[config.mk]
export PLATFORM = sky130hd
export DESIGN_NAME = uart_rx_ext
export DESIGN_NICKNAME = d
export VERILOG_FILES = /design/src/rtl/uart_rx_ext.sv
export SDC_FILE = /design/constraint.sdc
export NUM_CORES = 1
export LEC_CHECK = 0
export ABC_AREA = 1
export CAP_MARGIN = 20
export CORE_ASPECT_RATIO = 1.4
export CORE_MARGIN = 10
export CORE_UTILIZATION = 59
export DETAILED_ROUTE_END_ITERATION = 12
export HOLD_SLACK_MARGIN = 0.02
export PLACE_DENSITY = 0.77
export SKIP_CTS_REPAIR_TIMING = 1
export SYNTH_ARGS = -nofsm -noshare
export SYNTH_HDL_FRONTEND = slang
export SYNTH_SLANG_ARGS = --single-unit
[constraint.sdc]
create_clock -name sys_clk -period 2.6 [get_ports sys_clk]
set_input_delay 0.39 -clock sys_clk [delete_from_list [all_inputs] [get_ports sys_clk]]
set_output_delay 0.39 -clock sys_clk [all_outputs]
set_load 0.01 [all_outputs]
[src/rtl/uart_rx_ext.sv]
// UART receiver: 2-flop synchroniser, 2-of-3 mid-bit majority, optional parity (UART_RX_PARITY_EN).
// Latency: rx_valid rises 1 cycle after the majority decision of the last stop bit.
// Backpressure: word held until rx_valid & rx_ready; a frame completing while held is dropped with an overrun_err pulse.
module uart_rx_ext #(
   parameter int SYS_CLK_FRE = 50_000_000,
   parameter int BPS         = 115200,
   parameter int DATA_BITS   = 8,
   parameter int STOP_BITS   = 1,
   parameter int PARITY_ODD  = 0
) (
   input  logic                 sys_clk,
   input  logic                 sys_rst,
   input  logic                 uart_rxd,
   output logic [DATA_BITS-1:0] rx_data,
   output logic                 rx_valid,
   input  logic                 rx_ready,
   output logic                 frame_err,
   output logic                 parity_err,
   output logic                 overrun_err
);

   localparam int BPS_CNT = SYS_CLK_FRE / BPS;
   localparam logic [15:0] CNT_LAST  = 16'(BPS_CNT - 1);
   localparam logic [15:0] SMP_A     = 16'(BPS_CNT / 2 - 1);
   localparam logic [15:0] SMP_B     = 16'(BPS_CNT / 2);
   localparam logic [15:0] SMP_C     = 16'(BPS_CNT / 2 + 1);
   localparam logic [3:0]  DATA_LAST = 4'(DATA_BITS - 1);
   localparam logic [3:0]  STOP_LAST = 4'(STOP_BITS - 1);

   if (DATA_BITS < 5 || DATA_BITS > 9 || (STOP_BITS != 1 && STOP_BITS != 2) ||
       (PARITY_ODD != 0 && PARITY_ODD != 1) || BPS_CNT < 4) begin : g_cfg_bad
      $error("uart_rx_ext: unsupported parameter combination");
   end

`ifdef UART_RX_PARITY_EN
   typedef enum logic [2:0] {IDLE, START, DATA, PARITY, STOP} state_t;
`else
   typedef enum logic [2:0] {IDLE, START, DATA, STOP} state_t;
`endif

   state_t                state, state_nxt;
   logic                  rxd_s1, rxd_s2;
   logic [1:0]            rst_flush;
   logic                  armed;
   logic [15:0]           clk_cnt;
   logic [3:0]            bit_idx;
   logic [1:0]            smp;
   logic                  maj;
   logic                  at_dec, at_end;
   logic [DATA_BITS-1:0]  shreg;
   logic                  stop_bad;
   logic                  frame_done;
   logic                  frame_err_nxt;
`ifdef UART_RX_PARITY_EN
   logic                  par_bit;
   logic                  parity_err_q;
   logic                  parity_err_nxt;
`endif

   assign maj    = (smp[1] & smp[0]) | (smp[1] & rxd_s2) | (smp[0] & rxd_s2);
   assign at_dec = (clk_cnt == SMP_C);
   assign at_end = (clk_cnt == CNT_LAST);

   assign frame_err_nxt = stop_bad | ~maj;
`ifdef UART_RX_PARITY_EN
   assign parity_err_nxt = ((^shreg) ^ par_bit) != (PARITY_ODD != 0);
   assign parity_err     = parity_err_q;
`else
   assign parity_err     = 1'b0;
`endif

   always_ff @(posedge sys_clk) begin
      if (sys_rst) state <= IDLE;
      else         state <= state_nxt;
   end

   always_comb begin
      state_nxt  = state;
      frame_done = 1'b0;
      case (state)
         IDLE:  if (armed && !rxd_s2) state_nxt = START;
         START: begin
            if (at_dec && maj) state_nxt = IDLE;
            else if (at_end)   state_nxt = DATA;
         end
         DATA: begin
            if (at_end && bit_idx == DATA_LAST) begin
`ifdef UART_RX_PARITY_EN
               state_nxt = PARITY;
`else
               state_nxt = STOP;
`endif
            end
         end
`ifdef UART_RX_PARITY_EN
         PARITY: if (at_end) state_nxt = STOP;
`endif
         STOP: begin
            // leave on the last decision, not at the end of the stop bit
            if (at_dec && bit_idx == STOP_LAST) begin
               state_nxt  = IDLE;
               frame_done = 1'b1;
            end else if (at_end) begin
               state_nxt  = STOP;
            end
         end
         default: state_nxt = IDLE;
      endcase
   end

   always_ff @(posedge sys_clk) begin
      if (sys_rst) begin
         rxd_s1    <= 1'b1;
         rxd_s2    <= 1'b1;
         rst_flush <= 2'b00;
         armed     <= 1'b0;
         clk_cnt   <= 16'd0;
         bit_idx   <= 4'd0;
         smp       <= 2'b00;
         shreg     <= '0;
         stop_bad  <= 1'b0;
`ifdef UART_RX_PARITY_EN
         par_bit   <= 1'b0;
`endif
      end else begin
         rxd_s1    <= uart_rxd;
         rxd_s2    <= rxd_s1;
         rst_flush <= {rst_flush[0], 1'b1};
         if (state == IDLE) begin
            clk_cnt  <= 16'd0;
            bit_idx  <= 4'd0;
            stop_bad <= 1'b0;
            // only a genuinely observed high line arms the start detector (break / post-reset)
            if (state_nxt == START)            armed <= 1'b0;
            else if (rst_flush[1] && rxd_s2)   armed <= 1'b1;
         end else begin
            clk_cnt <= at_end ? 16'd0 : clk_cnt + 16'd1;
            if (clk_cnt == SMP_A) smp[0] <= rxd_s2;
            if (clk_cnt == SMP_B) smp[1] <= rxd_s2;
            if (at_dec) begin
               case (state)
                  DATA:    shreg <= {maj, shreg[DATA_BITS-1:1]};
`ifdef UART_RX_PARITY_EN
                  PARITY:  par_bit <= maj;
`endif
                  STOP:    if (!maj) stop_bad <= 1'b1;
                  default: ;
               endcase
            end
            if (at_end) bit_idx <= (state_nxt != state) ? 4'd0 : bit_idx + 4'd1;
         end
      end
   end

   always_ff @(posedge sys_clk) begin
      if (sys_rst) begin
         rx_data      <= '0;
         rx_valid     <= 1'b0;
         frame_err    <= 1'b0;
         overrun_err  <= 1'b0;
`ifdef UART_RX_PARITY_EN
         parity_err_q <= 1'b0;
`endif
      end else begin
         overrun_err <= 1'b0;
         if (frame_done) begin
            if (!rx_valid || rx_ready) begin
               rx_data      <= shreg;
               frame_err    <= frame_err_nxt;
               rx_valid     <= 1'b1;
`ifdef UART_RX_PARITY_EN
               parity_err_q <= parity_err_nxt;
`endif
            end else begin
               overrun_err <= 1'b1;
            end
         end else if (rx_valid && rx_ready) begin
            rx_valid <= 1'b0;
         end
      end
   end

endmodule
==> flow_summary.toml, run 1 <==
[worst_setup_path]
max_stage_delay_ns = 0.36
worstPathCellList = "inv_1, ha_1, nand3_1, nor2_4, nand3_1, o21ai_0, a21oi_1"
crit_slowest_cell = "dfxtp_1"
cp.arrival_ns = 1.95
cpLargestDelayFamily = "simple AND/OR/NAND/NOR gates"
crit_path_end_kind = "register"
timing.critical_path.buf_inv = 1
cp_max_fo = 16
worstPathRequired_ns = 2.77
crit_path_start_kind = "register"
cpMostUsedCell = "nand3_1"
criticalPathCategory = "register to register"

[place]
gp_congestion = 0.8725
dpl.hpwl_mm = 3.167
preCtsSetupSlack_ns = 0.8234
dpl_cell_area_sq_mm = 0.002410
port_buffers = 14

[clock_tree]
clk_latency_ns = 0.30
tritoncts = "built"
cts.path.max_buffers = 2
root_buffer = "clkbuf_8"
cts_buffers = 5
cts_max_level = 2
clk_pin_slew_ns = 0.09
cts.sink_count = 50

[timing]
hold_ws_ns = 0.4110
hold_viol = 0
worst_slack_ns = 0.8255
skew_ns = 0.007071
drv_slew = 0
setup_tns_ns = 0
period_needed_ns = 1.774
rsz0062_at_grt = "no"
fmax_ghz = 0.5636
fin_crit_sh = 0.6825
setup_viol = 0

[grt]
grt_overflow = 0
antenna_found_initial = 0
grt_max_degree = 19
grt_pass1_wl_mm = 7.410
track_usage = 0.1317
grt_pass1_vias = 1823

[pwr]
power_leakage_uw = 0.0009394
powerDensity_mw_per_mm2 = 536.4
ir_worst_vdd_uv = 444.5

[synth]
yosys-top-cells-area = "dfxtp_1 45%, a21oi_1 7.6%, inv_1 7.5%"
yosysSeqAreaShare = 0.4459
synth_cell_types = 30
synth-xor-area-share = 0.02731
yosys.area_share.simple = 0.2592
synth_area_leader_cell = "dfxtp_1"
syn_inst = 294
synth.avg_cell_area_sq_um = 7.635
synth_top_family_by_area = "simple AND/OR/NAND/NOR gates"
yosys_register_bits = 50
synth_compound_area_frac = 0.1299
synthMuxAreaShare = 0
syn-cell-area_sq_mm = 0.002245
synth_fa_ha_area_frac = 0.03344
ys_warn_count = 0
yosysTopAreaCellShare = 0.4459

[drt]
wl_per_cell_um = 11.52
viasPerCell = 5.195
route.met2.wl_mm = 2.136
dr_total_vias = 1834
wl_mm = 4.066
wl_met3_um = 175
drt-met1-wl_mm = 1.665
drc_errors = 0
maxUsedRoutingLayer = "met4"
drt.antenna.violating_nets = 0
drt_iter0_drc = 104
dr.pass1.iters = 5

[layout]
final_common_cell = "dfxtp_1"
drive_gt1_frac = 0.1093
regArea_sq_mm = 0.001001
diodes = 0
multi_input_area_sq_mm = 0.001017
fillerInstances = 311
final_cell_area_sq_mm = 0.002520
nets = 320
most-common-layout-cells = "50 x dfxtp_1, 45 x inv_1, 35 x nand2_1"
syn2layout_area_growth_pct = 12.26

[status]
status = "complete, no violations"

[die]
core-area_sq_mm = 0.003676
die_h_um = 92.98
die_w_um = 72.13
dieArea_sq_mm = 0.006707
start_util = 0.6106
row_count = 26
ioPinCount = 16

[run]
maxCapViolCount = 0

[hold_path]
hp-class = "register to register"
==> state kept, by name, indices dropped and copies added, names as in the netlist, 2 cells and up <==
register,flops
smp,2
bit_idx,4
shreg,8
state,3
rx_data,8
rst_flush,2
clk_cnt,16
==> worst reg2reg max path, cell delays in order (launching register included) <==
cell and delay (ns):
dfxtp_1 0.36, inv_1 0.10, ha_1 0.15, nand3_1 0.12, nor2_4 0.18, nand3_1 0.36, o21ai_0 0.31, a21oi_1 0.06
==> Yosys cell counts, drive strengths merged <==
cell / n
a211oi: 2
a21oi: 35
buf: 3
clkbuf: 4
conb: 1
dfxtp: 50
ha: 6
inv: 51
nand2: 40
nand3: 24
nand4: 9
nor2: 33
nor3: 6
nor3b: 1
nor4: 1
o21a: 1
o21ai: 18
or2: 2
xnor2: 1
xor2: 6
==> stage by stage <==
stage               power [uW]  instances    util
floorplan                825.2        295       -
global placement         835.6        345  0.6555
detailed placement       836.1        345  0.6555
CTS                       1361        353  0.6855
global route              1393        353  0.6855
finish                    1352        353  0.6855
==> where the power goes <==
part / internal [uW] / switching, uW
Combinational: 14.8 / 26.5
Sequential: 771 / 5.16
Clock: 287 / 247
Total: 1070 / 278
==> layer usage <==
layer | track usage | up-vias
met5 | 0 | -
met4 | 0.06149 | 0
met3 | 0.03704 | 8
met2 | 0.2442 | 29
met1 | 0.1288 | 824
li1 | - | 973
==> cells by family after synthesis <==
kind of cell | Yosys count
and+or+nand+nor | 116
buffers and inverters | 58
AOI/OAI and AO/OA | 56
DFF | 50
xor gates and xnor gates | 7
adders and majority gates | 6
other | 1
==> worst paths after layout <==
path / start / endpoint / slack (ns) / cells after the start
min: rxd_s1 / rxd_s2 / 0.41 / 1
max: clk_cnt[0] / shreg[5] / 0.83 / 7
min reg2reg: rxd_s1 / rxd_s2 / 0.41 / 1
max reg2reg: clk_cnt[0] / shreg[5] / 0.83 / 7
==> layout make-up <==
type                            count  area share
Multi-Input combinational cell    187      0.4037
Clock buffer                        6     0.02880
Timing Repair Buffer               15     0.05859
Sequential cell                    50      0.3972
Tap cell                           42     0.02085
Clock inverter                      2     0.01490
Inverter                           51     0.07597
Power figures use the tool's default switching activity.
==> run 2: changes to the inputs <==
--- a/config.mk
+++ b/config.mk
@@ -9,10 +9,10 @@
 export CAP_MARGIN = 20
 export CORE_ASPECT_RATIO = 1.4
 export CORE_MARGIN = 10
-export CORE_UTILIZATION = 59
+export CORE_UTILIZATION = 52
 export DETAILED_ROUTE_END_ITERATION = 12
 export HOLD_SLACK_MARGIN = 0.02
-export PLACE_DENSITY = 0.77
+export PLACE_DENSITY = 0.72
 export SKIP_CTS_REPAIR_TIMING = 1
 export SYNTH_ARGS = -nofsm -noshare
 export SYNTH_HDL_FRONTEND = slang
==> constraint.sdc (replaced) <==
create_clock -name sys_clk -period 1.5 [get_ports sys_clk]
set_input_delay 0.225 -clock sys_clk [delete_from_list [all_inputs] [get_ports sys_clk]]
set_output_delay 0.225 -clock sys_clk [all_outputs]
set_load 0.01 [all_outputs]
==> flow_summary.toml, run 2 (synthesized netlist as in run 1, its figures left out) <==
[place]
gp_congestion = 0.9070
dp_cells = 384
preCtsSetupSlack_ns = -0.1290
port_buffers = 14
dpl_cell_area_sq_mm = 0.002696
dpl.hpwl_mm = 3.707

[grt]
track_usage = 0.1334
grt_max_degree = 17
grt_overflow = 0
grt_pass1_wl_mm = 7.838
antenna_found_initial = 0
grt_pass1_vias = 1865

[drt]
wl_mm = 5.297
maxUsedRoutingLayer = "met4"
wl_per_cell_um = 13.31
drt-met1-wl_mm = 2.082
drt.antenna.violating_nets = 0
route.met2.wl_mm = 2.929
viasPerCell = 5.143
dr_total_vias = 2047
wl_met3_um = 174
drt_iter0_drc = 121
dr.pass1.iters = 4
drc_errors = 0

[timing]
setup_tns_ns = -0.8026
period_needed_ns = 1.587
hold_viol = 0
rsz0062_at_grt = "yes"
hold_ws_ns = 0.4047
worst_slack_ns = -0.08689
drv_slew = 0
fmax_ghz = 0.6302
skew_ns = 0.007778
setup_viol = 14
fin_crit_sh = 1.058

[worst_setup_path]
reg2reg_setup_slack_ns = -0.09
crit_path_start_kind = "register"
worstRegToRegCells = 9
cpLargestDelayFamily = "simple AND/OR/NAND/NOR gates"
cpMostUsedCell = "buf_4"
worstPathCellList = "nand3_1, nor2_2, nand2_1, inv_2, nand4_1, buf_4, buf_4, o21ai_0, a21oi_1"
criticalPathCategory = "register to register"
worstPathRequired_ns = 1.70
timing.critical_path.buf_inv = 3
crit_path_end_kind = "register"
crit_slowest_cell = "dfxtp_4"
cp_max_fo = 5
cp.arrival_ns = 1.79
crit-reg2reg-launch = "clk_cnt[0]"
max_stage_delay_ns = 0.40
rr_endpoint = "clk_cnt[11]"

[pwr]
power_leakage_uw = 0.001199
powerDensity_mw_per_mm2 = 781.4
ir_worst_vdd_uv = 703.8

[hold_path]
worstHoldStart = "rst_flush[0]"
hp-class = "register to register"
holdPathEnd = "rst_flush[1]"
hold_depth = 2

[layout]
fillerInstances = 308
final_common_cell = "buf_4"
syn2layout_area_growth_pct = 38.91
multi_input_area_sq_mm = 0.001240
fin_cells = 398
regArea_sq_mm = 0.001020
regMostFlops = "clk_cnt"
largest_register_ffs = 16
final_cell_area_sq_mm = 0.003118
top_regs = "clk_cnt x16, rx_data x8, shreg x8"
drive_gt1_frac = 0.3598
diodes = 0
nets = 363
most-common-layout-cells = "41 x buf_4, 39 x inv_1, 39 x dfxtp_1"

[die]
core-area_sq_mm = 0.004204
die_h_um = 97.74
row_count = 28
die_w_um = 75.53
ioPinCount = 16
start_util = 0.5339
dieArea_sq_mm = 0.007382

[clock_tree]
clk_latency_ns = 0.31
cts_max_level = 2
root_buffer = "clkbuf_8"
cts_buffers = 5
tritoncts = "built"
cts.path.max_buffers = 2
clk_pin_slew_ns = 0.09
cts.sink_count = 50

[status]
status = "finished with violations"
violations = "setup timing"

[run]
maxCapViolCount = 0
==> run 2: cell type report <==
type / instances / area share
Clock buffer: 6 / 0.02648
Timing Repair Buffer: 58 / 0.1573
Clock inverter: 1 / 0.009631
Tap cell: 45 / 0.01806
Sequential cell: 50 / 0.3270
Multi-Input combinational cell: 187 / 0.3977
Inverter: 51 / 0.06380
==> run 2: per-layer routing <==
layer	up-vias	GRT usage
met4	0	0.05165
met3	8	0.03445
met5	-	0
li1	1054	-
met2	30	0.2462
met1	955	0.1340
==> run 2: how the worst max path moves through the flow <==
stage,depth (start not counted),startpoint,slack (ns),to
6_report,9,clk_cnt[0],-0.09,clk_cnt[11]
5_1_grt,10,clk_cnt[7],-0.21,bit_idx[1]
4_1_cts,10,clk_cnt[0],-0.14,clk_cnt[14]
3_5_place_dp,10,clk_cnt[0],-0.13,clk_cnt[14]
3_3_place_gp,10,clk_cnt[0],-0.09,clk_cnt[14]
2_1_floorplan,10,clk_cnt[0],0.02,clk_cnt[14]
==> run 2: per-stage QoR <==
| stage | util | total power, uW |
|---|---|---|
| 2_1_floorplan | - | 1430 |
| 3_3_place_gp | 0.6414 | 1466 |
| 3_5_place_dp | 0.6414 | 1469 |
| 4_1_cts | 0.6682 | 2422 |
| 5_1_grt | 0.7417 | 2509 |
| 6_report | 0.7417 | 2436 |
==> run 2: worst min-delay path, cell delays in order, from the launching register on <==
cell     delay [ns]
dfxtp_1        0.30
inv_1          0.04
nor2_1         0.03
==> run 2: report_power, final <==
part,switching [uW],leakage (uW),internal [uW]
Clock,445,0.0000573,534
Combinational,61.6,0.000732,49.6
Sequential,11.1,0.000411,1340
Total,518,0.00120,1920
